==> src/rtl/task_6_divider.sv <==
// task_6_divider: debounced-key restoring divider showing quotient/remainder on LEDs.
// Define DIV_SIGNED_EN for two's-complement operands (sign applied around the unsigned core).
module task_6_divider #(
  parameter int WIDTH           = 8,
  parameter int DEBOUNCE_CYCLES = 16
) (
  input  logic             clk,
  input  logic             key0_rst,
  input  logic             key1_div,
  input  logic [WIDTH-1:0] sw1,
  input  logic [WIDTH-1:0] sw2,
  output logic [WIDTH-1:0] ledr1,
  output logic [WIDTH-1:0] ledr2,
  output logic [WIDTH-1:0] ledg,
  output logic [WIDTH-1:0] ledr3,
  output logic             led_busy,
  output logic             led_err
);
  localparam int DW = $clog2(DEBOUNCE_CYCLES + 1);
  localparam int CW = $clog2(WIDTH + 1);
  typedef enum logic {IDLE, RUN} state_t;
  state_t           state;
  logic             key_s1, key_s2, key_deb, go;
  logic [DW-1:0]    deb_cnt;
  logic [WIDTH-1:0] dvd, dvs, rem, rem_nxt, q_nxt, a_mag, b_mag, q_out, r_out;
  logic [WIDTH:0]   shifted;
  logic [CW-1:0]    cnt;
  logic             ge;
  assign ledr1 = sw1;
  assign ledr2 = sw2;
  // go fires on the edge where the debounced level flips from released to pressed
  assign go = key_deb && !key_s2 && deb_cnt == DW'(DEBOUNCE_CYCLES - 1);
  always_ff @(posedge clk or negedge key0_rst)
    if (!key0_rst) begin
      key_s1  <= 1'b1;
      key_s2  <= 1'b1;
      key_deb <= 1'b1;
      deb_cnt <= '0;
    end else begin
      key_s1  <= key1_div;
      key_s2  <= key_s1;
      deb_cnt <= (key_s2 != key_deb && deb_cnt != DW'(DEBOUNCE_CYCLES - 1)) ? deb_cnt + 1'b1 : '0;
      if (key_s2 != key_deb && deb_cnt == DW'(DEBOUNCE_CYCLES - 1)) key_deb <= key_s2;
    end
  // the top bit of the shifted remainder forces a subtract, so the remainder reg stays WIDTH wide
  assign shifted = {rem, dvd[WIDTH-1]};
  assign ge      = shifted[WIDTH] || shifted[WIDTH-1:0] >= dvs;
  assign rem_nxt = ge ? shifted[WIDTH-1:0] - dvs : shifted[WIDTH-1:0];
  assign q_nxt   = {dvd[WIDTH-2:0], ge};
`ifdef DIV_SIGNED_EN
  logic q_neg, r_neg;
  assign a_mag = sw1[WIDTH-1] ? -sw1 : sw1;
  assign b_mag = sw2[WIDTH-1] ? -sw2 : sw2;
  assign q_out = q_neg ? -q_nxt : q_nxt;
  assign r_out = r_neg ? -rem_nxt : rem_nxt;
  always_ff @(posedge clk or negedge key0_rst)
    if (!key0_rst) begin
      q_neg <= 1'b0;
      r_neg <= 1'b0;
    end else if (state == IDLE && go) begin
      q_neg <= sw1[WIDTH-1] ^ sw2[WIDTH-1];
      r_neg <= sw1[WIDTH-1];
    end
`else
  assign a_mag = sw1;
  assign b_mag = sw2;
  assign q_out = q_nxt;
  assign r_out = rem_nxt;
`endif
  always_ff @(posedge clk or negedge key0_rst)
    if (!key0_rst) begin
      state    <= IDLE;
      dvd      <= '0;
      dvs      <= '0;
      rem      <= '0;
      cnt      <= '0;
      ledg     <= '0;
      ledr3    <= '0;
      led_busy <= 1'b0;
      led_err  <= 1'b0;
    end else if (state == IDLE) begin
      if (go && sw2 != '0) begin
        dvd      <= a_mag;
        dvs      <= b_mag;
        rem      <= '0;
        cnt      <= CW'(WIDTH);
        led_busy <= 1'b1;
        state    <= RUN;
      end else if (go) begin
        ledg    <= '1;
        ledr3   <= sw1;
        led_err <= 1'b1;
      end
    end else begin
      dvd <= q_nxt;
      rem <= rem_nxt;
      cnt <= cnt - 1'b1;
      if (cnt == CW'(1)) begin
        ledg     <= q_out;
        ledr3    <= r_out;
        led_err  <= 1'b0;
        led_busy <= 1'b0;
        state    <= IDLE;
      end
    end
endmodule

==> config.mk <==
export PLATFORM = sky130hd
export DESIGN_NAME = task_6_divider
export DESIGN_NICKNAME = d
export VERILOG_FILES = /design/src/rtl/task_6_divider.sv
export SDC_FILE = /design/constraint.sdc
export NUM_CORES = 1
export LEC_CHECK = 0
export CAP_MARGIN = 40
export CORE_ASPECT_RATIO = 0.7
export CORE_MARGIN = 1.5
export CORE_UTILIZATION = 30
export DETAILED_ROUTE_END_ITERATION = 8
export GPL_ROUTABILITY_DRIVEN = 0
export HOLD_SLACK_MARGIN = 0.1
export RECOVER_POWER = 50
export SKIP_CTS_REPAIR_TIMING = 1
export SYNTH_ARGS = -nofsm -noshare
export SYNTH_HDL_FRONTEND = slang
export SYNTH_SLANG_ARGS = --single-unit
==> constraint.sdc <==
create_clock -name clk -period 2.7 [get_ports clk]
set_input_delay 0.27 -clock clk [delete_from_list [all_inputs] [get_ports clk]]
set_output_delay 0.27 -clock clk [all_outputs]
set_load 0.005 [all_outputs]
Yosys cells after proc, flatten, opt, wreduce, memory -nomap -nowiden
Cells that the tools add are included.
W data, S select, Z words.
{ "totals": {"ff_bits": 55, "out_inout_bits": 34, "input_bits": 19, "wordCells": 62} }
{ "classes": {"n_lt_le_gt_ge": 1, "bitwise": 1, "reduce_logical": 13, "n_addsub": 3, "mux": 25, "n_eq_ne": 6} }
{ "op_table": {"columns": ["cell", "count"], "rows": [
  ["$mux W8", 13],
  ["$mux W1", 9],
  ["$ge A8 B8 Y1", 1],
  ["$mux W4", 2],
  ["$reduce_bool A8 Y1", 1],
  ["$sub A8 B8 Y8", 1],
  ["$add A5 B1 Y5 const B", 1],
  ["$eq A5 B4 Y1 const B", 1],
  ["$logic_and A1 B1 Y1", 5],
  ["$mux W5", 1],
  ["$ne A5 B4 Y1 const B", 1],
  ["$eq A4 B1 Y1 const B", 1],
  ["$reduce_and A2 Y1", 2],
  ["$reduce_bool A2 Y1", 2],
  ["$sub A4 B1 Y4 const B", 1],
  ["$reduce_and A3 Y1", 1],
  ["$ne A2 B1 Y1 const B", 1],
  ["$ne A2 B2 Y1 const B", 1],
  ["$logic_not A1 Y1", 1],
  ["$logic_or A1 B1 Y1", 1],
  ["$ne A1 B1 Y1", 1],
  ["$not A1 Y1", 1]
]} }

Logic depth before layout (Yosys ltp)
{ "logic_depth": {"word_depth": 6, "ltp_mapped": 10, "ltp_nobuf": 9} }

Worst setup path before layout
OpenSTA, ideal clock, no wires.
{ "synth_path": {"path_type": "register -> register", "startpoint": "register dvd[7]", "endpoint": "register rem[1]", "t_arrival_ns": 2.015, "stages_incl_launch_ff": 11, "synth_period_minus_slack_ns": 2.148, "path_buffers": 1, "setup_ns": 0.133, "path_slack_ns": 0.552, "required_time_ns": 2.567, "cell_sequence": "dfrtp_1 inv_1 ha_1 inv_1 fa_1 nand3_1 a31oi_1 nor2_1 buf_4 mux2i_1 o22ai_1"} }
{ "synth_between": {"elab_chain_cells": 4, "elab_cells_between_ends": 5, "classes_between": "add/sub: 1; order compare: 1; mux: 2; reduce/logical: 1"} }
{ "synth_lines": {"columns": ["item", "line", "source"], "rows": [
  ["from (decl)", "25", "logic [WIDTH-1:0] dvd, dvs, rem, rem_nxt, q_nxt, a_mag, b_mag, q_out, r_out;"],
  ["from (signal assigned)", "83", "dvd <= a_mag;"],
  ["from (signal assigned)", "95", "dvd <= q_nxt;"],
  ["$ge A8 B8 Y1", "47", "assign ge = shifted[WIDTH] || shifted[WIDTH-1:0] >= dvs;"],
  ["$logic_or A1 B1 Y1", "47", null],
  ["$mux W8 (*)", "48", "assign rem_nxt = ge ? shifted[WIDTH-1:0] - dvs : shifted[WIDTH-1:0];"],
  ["$mux W8 (*)", "81", "end else if (state == IDLE) begin"],
  ["to (signal assigned)", "96", "rem <= rem_nxt;"],
  ["to (decl)", "25", null]
]} }
Mark *: on every way between the ends. The rest lies on a longest branch, timed or not.
A chain may end at the register's enable or synchronous reset.

Worst setup path in the final report
{ "layout_path": {"startpoint": "register dvd[7]", "endpoint": "register ledr3[5]"} }
{ "layout_between": {"elab_chain_cells": 5, "elab_cells_between_ends": 6, "classes_between": "add/sub: 1; order compare: 1; mux: 3; reduce/logical: 1"} }
{ "layout_lines": {"columns": ["item", "line", "source"], "rows": [
  ["$ge A8 B8 Y1", "47", null],
  ["$logic_or A1 B1 Y1", "47", null],
  ["$mux W8 (*)", "48", null],
  ["$mux W8 (*)", "98", "if (cnt == CW'(1)) begin"],
  ["$mux W8 (*)", "81", null],
  ["to (signal assigned)", "91", "ledr3 <= sw1;"],
  ["to (signal assigned)", "100", "ledr3 <= r_out;"],
  ["to (decl)", "15", "output logic [WIDTH-1:0] ledr3,"]
]} }
Mark *: on every way between the ends. The rest lies on a longest branch, timed or not. The select of a mux whose other input is x is not followed.

==> results.md <==
* FP Rows at 30
* Die height at between 80 and 90 µm
* Maxcap violations at 1
* TritonCTS clock tree: yes
* Synth cell types at 50
* CTS H-Tree Depth at 2
* Synth async-reset ratio at 100%
* Core area at 9650 µm²
* Die Wd at between 100 and 150 µm
* Max rail drop VDD at around 430 µV
* Tmin final at around 2.4 ns
* Post-route DRC at 0
* Die ar. at 10500 µm²
* Main synth FF type: dfrtp_1
* Synth warn at 0
* Share of layout cells above drive strength 1 at between 7 and 8%
* WS Path Type: register to register
* Wire per inst at approximately 15 µm
* Total GRT Usage at between 10% and 20%
* RSZ-0062 raised after global routing: no
* Fin Setup TNS at 0 ns
* Placed Area at around 3600 µm²
* Crit start category: register
* Vias at between 2000 and 2500
* TritonCTS sink count at 55
* Hpwl dp at 5.29 mm
* Initial DRC Count at 120
* Num ports at 53
* Hold Vio Cnt, Final at 0
* First-pass GRT wire length at roughly 12 mm
* CTS buffer count at 5
* Routed wire length at 7.21 mm
* Post-layout nets at 380
* Via density per instance at approximately 5.0
* PortBufs at 52
* Clk_lat worst skew at 0.29 ns
* First-pass DRT Iterations at 4
* Power Density at around 950 nW/µm²
* Inst Count DP at between 400 and 500
* P&R area growth vs syn at 24.5%
* Fmax at ~0.42 GHz
* Ant diodes at 0
* CP required at 2.88 ns
* Vias in the first global route at between 2000 and 2500
* Initial core utilization at just over 30%
* Clk slew on worst S/H paths at ~0.070 ns
* Number of synthesized flops with an enable pin at 0
* Pins Over Slew Limit at 33
* Longest Clk Path Bufs at 2
* Overflow after GRT at 0
* Crit. End Element: register
* Mapped Cells at a little over 300
* Final cell count without fillers at approximately 480
* Crit-path max FO at 10
* #FFs+latches synth at between 50 and 60
* Syn_nets at roughly 340
* Initial antenna violation count at 0
* Pin count of the biggest net entering global routing at 33
* Leakage at 1.58 nW
* Period utilization at 87.5%
* Remaining antenna violation count at 0
* Syn Area/Cell at roughly 9.8 µm²
* WP data arrival at about 2.5 ns
* Synthesized area at between 2000 and 3000 µm²
* Clk_skew at around 0.0048 ns
* Tightest Pin Transition at ~1.8 ns
* Outcome: finished, violations left
* Endpoints failing setup at 0
* HP Class: register to register
* Slew Limit Headroom at -20.8%
* Seq/Total Area, Yosys at roughly 46%
* Root Buffer Master: clkbuf_16
* Failing checks: max-capacitance violations, max-slew violations
* Post-route cell area at roughly 3700 µm²
==> power by group <==
part / switching, W / internal (W)
logic: 0.000776 / 0.000740
clock network: 0.000296 / 0.000372
registers: 0.000214 / 0.00110
total: 0.00129 / 0.00222
==> cells in the final DEF (no fill, tap or decap), types with 3 or more instances in the layout <==
cell             synthesis  routed
dfstp_2                  3       3
a31oi_1                  6       6
clkbuf_16                0       5
xnor2_1                  4       4
and3_1                   4       4
o21ai_0                 26      26
ha_1                    13      13
nand2b_1                 3       3
nor2_1                  23      23
dfrtp_1                 52      52
clkdlybuf4s50_1          0      37
o22ai_1                  4       4
dlygate4sd3_1            0      15
a21o_1                   3       3
nor3_1                   9       9
nand4_1                  3       3
a21oi_1                 13      13
buf_4                   17       9
a211o_1                  3       3
inv_1                   18      18
nand2_1                 26      26
o22a_1                   7       7
mux2i_1                 10      10
clkbuf_1                 5       4
or4_1                    3       3
nand3_1                 10      10
==> synthesized netlist by cell type (2+ instances only) <==
cell type / number / share of area (%)
o21ai_0: 26 / 4.4
and3_1: 4 / 0.84
nor2_1: 23 / 2.9
o2bb2ai_1: 2 / 0.59
nand3_1: 10 / 1.7
or4_1: 3 / 0.76
clkbuf_1: 5 / 0.63
nor3_1: 9 / 1.5
inv_1: 18 / 2.3
nand2b_1: 3 / 0.63
a31oi_1: 6 / 1.3
xor2_1: 2 / 0.59
nand4_1: 3 / 0.63
a32o_1: 2 / 0.67
a211o_1: 3 / 0.88
buf_2: 7 / 1.2
a21oi_1: 13 / 2.2
nand4b_1: 2 / 0.59
buf_4: 17 / 4.3
o22a_1: 7 / 2.1
ha_1: 13 / 5.5
a21o_1: 3 / 0.76
nor4_4: 2 / 1.4
dfrtp_1: 52 / 44
nand2_1: 26 / 3.3
a211oi_1: 2 / 0.50
o22ai_1: 4 / 0.84
dfstp_2: 3 / 2.7
mux2i_1: 10 / 3.4
a41oi_1: 2 / 0.59
xnor2_1: 4 / 1.2
==> cell type report <==
class	instances	area [µm²]
tap	128	160
multi-input combinational	202	1340
clock inverter	1	8.76
sequential	55	1380
timing repair buffer	64	599
clock buffer	7	143
inverter	19	71.3
fill	954	5940
==> flip-flops by register name (all words and copies together) (netlist names) <==
name,count
cnt,4
deb_cnt,5
dvd,8
dvs,8
key_deb,1
key_s1,1
key_s2,1
led_busy,1
led_err,1
ledg,8
ledr3,8
rem,8
state,1
==> cells by family after synthesis <==
kind of cell	count (synthesis)	share of synthesized area (%)
flip-flops	55	46.4
multiplexers	11	3.74
AO/OA/AOI/OAI	79	17.3
XOR/XNOR	6	1.77
buffers and inverters	48	8.50
AND/OR/NAND/NOR	92	16.1
adder cells (fa/ha/maj)	14	6.14
==> worst max-delay path, cell delays in order, from the launching register on <==
cell and delay [ns]:
dfrtp_1 0.38, inv_1 0.08, ha_1 0.16, inv_1 0.05, fa_1 0.40, nand3_1 0.14
a31oi_1 0.10, nor2_1 0.33, buf_4 0.23, a41oi_1 0.07, a211o_1 0.31
==> layer usage <==
layer / GRT usage (%) / wire [µm] / share of wire (%)
met4: 2.99 / 44 / 0.61
met1: 20.1 / 3560 / 49
met3: 3.62 / 417 / 5.8
met2: 22.4 / 3190 / 44
met5: 0 / 0 / 0
==> metrics by stage <==
step           worst slack (ns)  power [W]  hold WS, ns  util, %
2_1_floorplan             0.552    0.00224      -0.0256        -
3_3_place_gp              0.295    0.00284        0.284     36.8
3_5_place_dp              0.259    0.00288        0.296     36.8
4_1_cts                   0.342    0.00356      -0.0173     38.4
5_1_grt                   0.140    0.00378        0.366     38.4
6_report                  0.337    0.00350        0.357     38.4
==> path summary, 6_finish.rpt <==
path	from	endpoint	slack (ns)	depth (start not counted)
max reg2reg	dvd[7]	ledr3[5]	0.34	10
min reg2reg	key_s1	key_s2	0.36	0
max	dvd[7]	ledr3[5]	0.34	10
max in group asynchronous	key0_rst	rem[6]	0.53	3
min	key_s1	key_s2	0.36	0
min in group asynchronous	key0_rst	dvd[1]	0.92	3
Note: power is estimated with default switching activity, not from simulation.
==> edit: new RTL, same flow settings <==
Set the parameter `DEBOUNCE_CYCLES` to 8 (it was 16).
--- a/src/rtl/task_6_divider.sv
+++ b/src/rtl/task_6_divider.sv
@@ -2,7 +2,7 @@
 // Define DIV_SIGNED_EN for two's-complement operands (sign applied around the unsigned core).
 module task_6_divider #(
   parameter int WIDTH           = 8,
-  parameter int DEBOUNCE_CYCLES = 16
+  parameter int DEBOUNCE_CYCLES = 8
 ) (
   input  logic             clk,
   input  logic             key0_rst,
Formal check against the unedited RTL: no difference found for any inputs over 10 cycles, from zero or initial values and one cycle with key0_rst low; that may be too few to reach the edited logic, so the function may still have changed.
==> edit against the original RTL <==
Critical endpoint is now ledr3[6]. Cell area fell by 0.68%. Worst setup slack got worse by 0.19 ns. Non-clock buffer count rose by 4. Sequential cell count fell by 1. Routed wire length rose by 0.90%. Critical path depth did not move. Area after synthesis fell by 2.1%.
Power is not compared: it rests on default switching activity, and its combinational part moved more than twofold at a synthesized area within 25%.
==> edit: results (changes against the original RTL) <==
** Routing
- Per-cell routed wire length :: 15.49 um (+2.2%)
- The iteration-0 DRC count of the detailed router was 179 (+49%).
- Wire length on met3 :: 530 um (+27%)
- Met1 layer wirelength in the final routing :: 3778 um (+6.1%)
- The overall via count from detail_route is 2,340 (-1.8%).
- The met2 wire length came to 2901 um (-9.1%).

** Global routing
- Global routing usage on met2 :: 19.37% (-3.0 points)
- The met3 usage came to 3.562% (-0.057 points).
- The global-route track usage on met1 came to 24.24% (+4.2 points).
- The number of global-route vias before repair is 2,230 (-5.2%).
- The pin count of the biggest net entering global routing was 55 (+67%).
- GR Util All Layers :: 15.13% (+0.83 points)
- Global-route wire length before repair :: 11,940 um (+0.75%)

** Logic synthesis
- Xor-xnor portion of the synthesized cell area :: 2.405% (+0.64 points)
- Mux cell area share after synthesis :: 4.210% (+0.47 points)
- The distinct cell type count after synthesis is 56 (+12%).
- The post-synth net total was 332 (-1.8%).
- Part of the Yosys area used for sequential elements :: 46.52% (+0.12 points)
- Most common library cells after synthesis :: dfrtp_1 (51), nand2_1 (30), o21ai_0 (29), nor2_1 (24), buf_4 (17)
- Compound-gate portion of the synthesized area :: 17.48% (+0.15 points)
- Top post-synthesis cells by area :: dfrtp_1 (44%), ha_1 (5.2%), o21ai_0 (5.0%), buf_4 (4.4%), nand2_1 (3.9%)

** Placement
- The worst setup slack after placement was 0.05012 ns (-0.2084 ns).
- Post-detailed-placement cell area :: 3513 sq um (-1.1%)
- Detailed Place HPWL :: 5288 um (about the same)

** Finish
- Layout fillers :: 923 (-3.2%)
- The fraction of final layout cells sized beyond drive strength 1 was 10.69% (+2.9 points).
- Final layout net count :: 377 (-0.79%)

** Min path
- Type of the worst min-delay path :: in2async

** Clocking
- Root buffer cell :: clkbuf_16
- Clock Latency Late Sink :: 0.31 ns (+0.02 ns)

** Worst setup path
- Cell family with most CP delay :: compound AO/OA/AOI/OAI gates
- Worst reg2reg setup slack :: 0.15 ns (-0.19 ns)
- Slowest stage cell on the critical path :: dfrtp_1
- Endpoint of the most critical register-to-register path :: ledr3[6]

** STA
- Relative max-transition margin :: 9.691% (+31 points)
- The worst clock skew is 0.008020 ns (+0.003268 ns).
- The minimum clock period is 2.551 ns (+0.1881 ns).

** Outcome
- Status :: finished, final reports clean
[edit: changes by cell type in the layout (fill, tap and decap cells not counted), moves of 3 or more]
cell / delta
buf_4: +6
inv_1: -5
a21oi_1: -4
nand2_1: +4
and3_1: -3
dlygate4sd3_1: -3
o21ai_0: +3
o22ai_1: -3
[edit: area by class of cell]
type                            count  share of cell area, %
Inverter                           14                  1.429
Timing Repair Buffer               68                  17.21
Tap cell                          124                  4.218
Multi-Input combinational cell    202                  35.88
Clock buffer                        7                  3.605
Sequential cell                    54                  36.84
Clock inverter                      1                 0.8163
[edit: metrics by stage]
stage / instances / total power, mW
floorplan: 300 / 1.153
detailed placement: 462 / 1.279
global placement: 462 / 1.274
finish: 470 / 2.005
CTS: 470 / 2.023
global route: 470 / 2.100
[edit: power breakdown]
group          leakage [nW]  internal, mW  switching [mW]
clock                0.0781         0.439           0.297
combinational         0.994         0.161           0.172
sequential            0.566         0.876          0.0589
total                  1.64          1.48           0.528
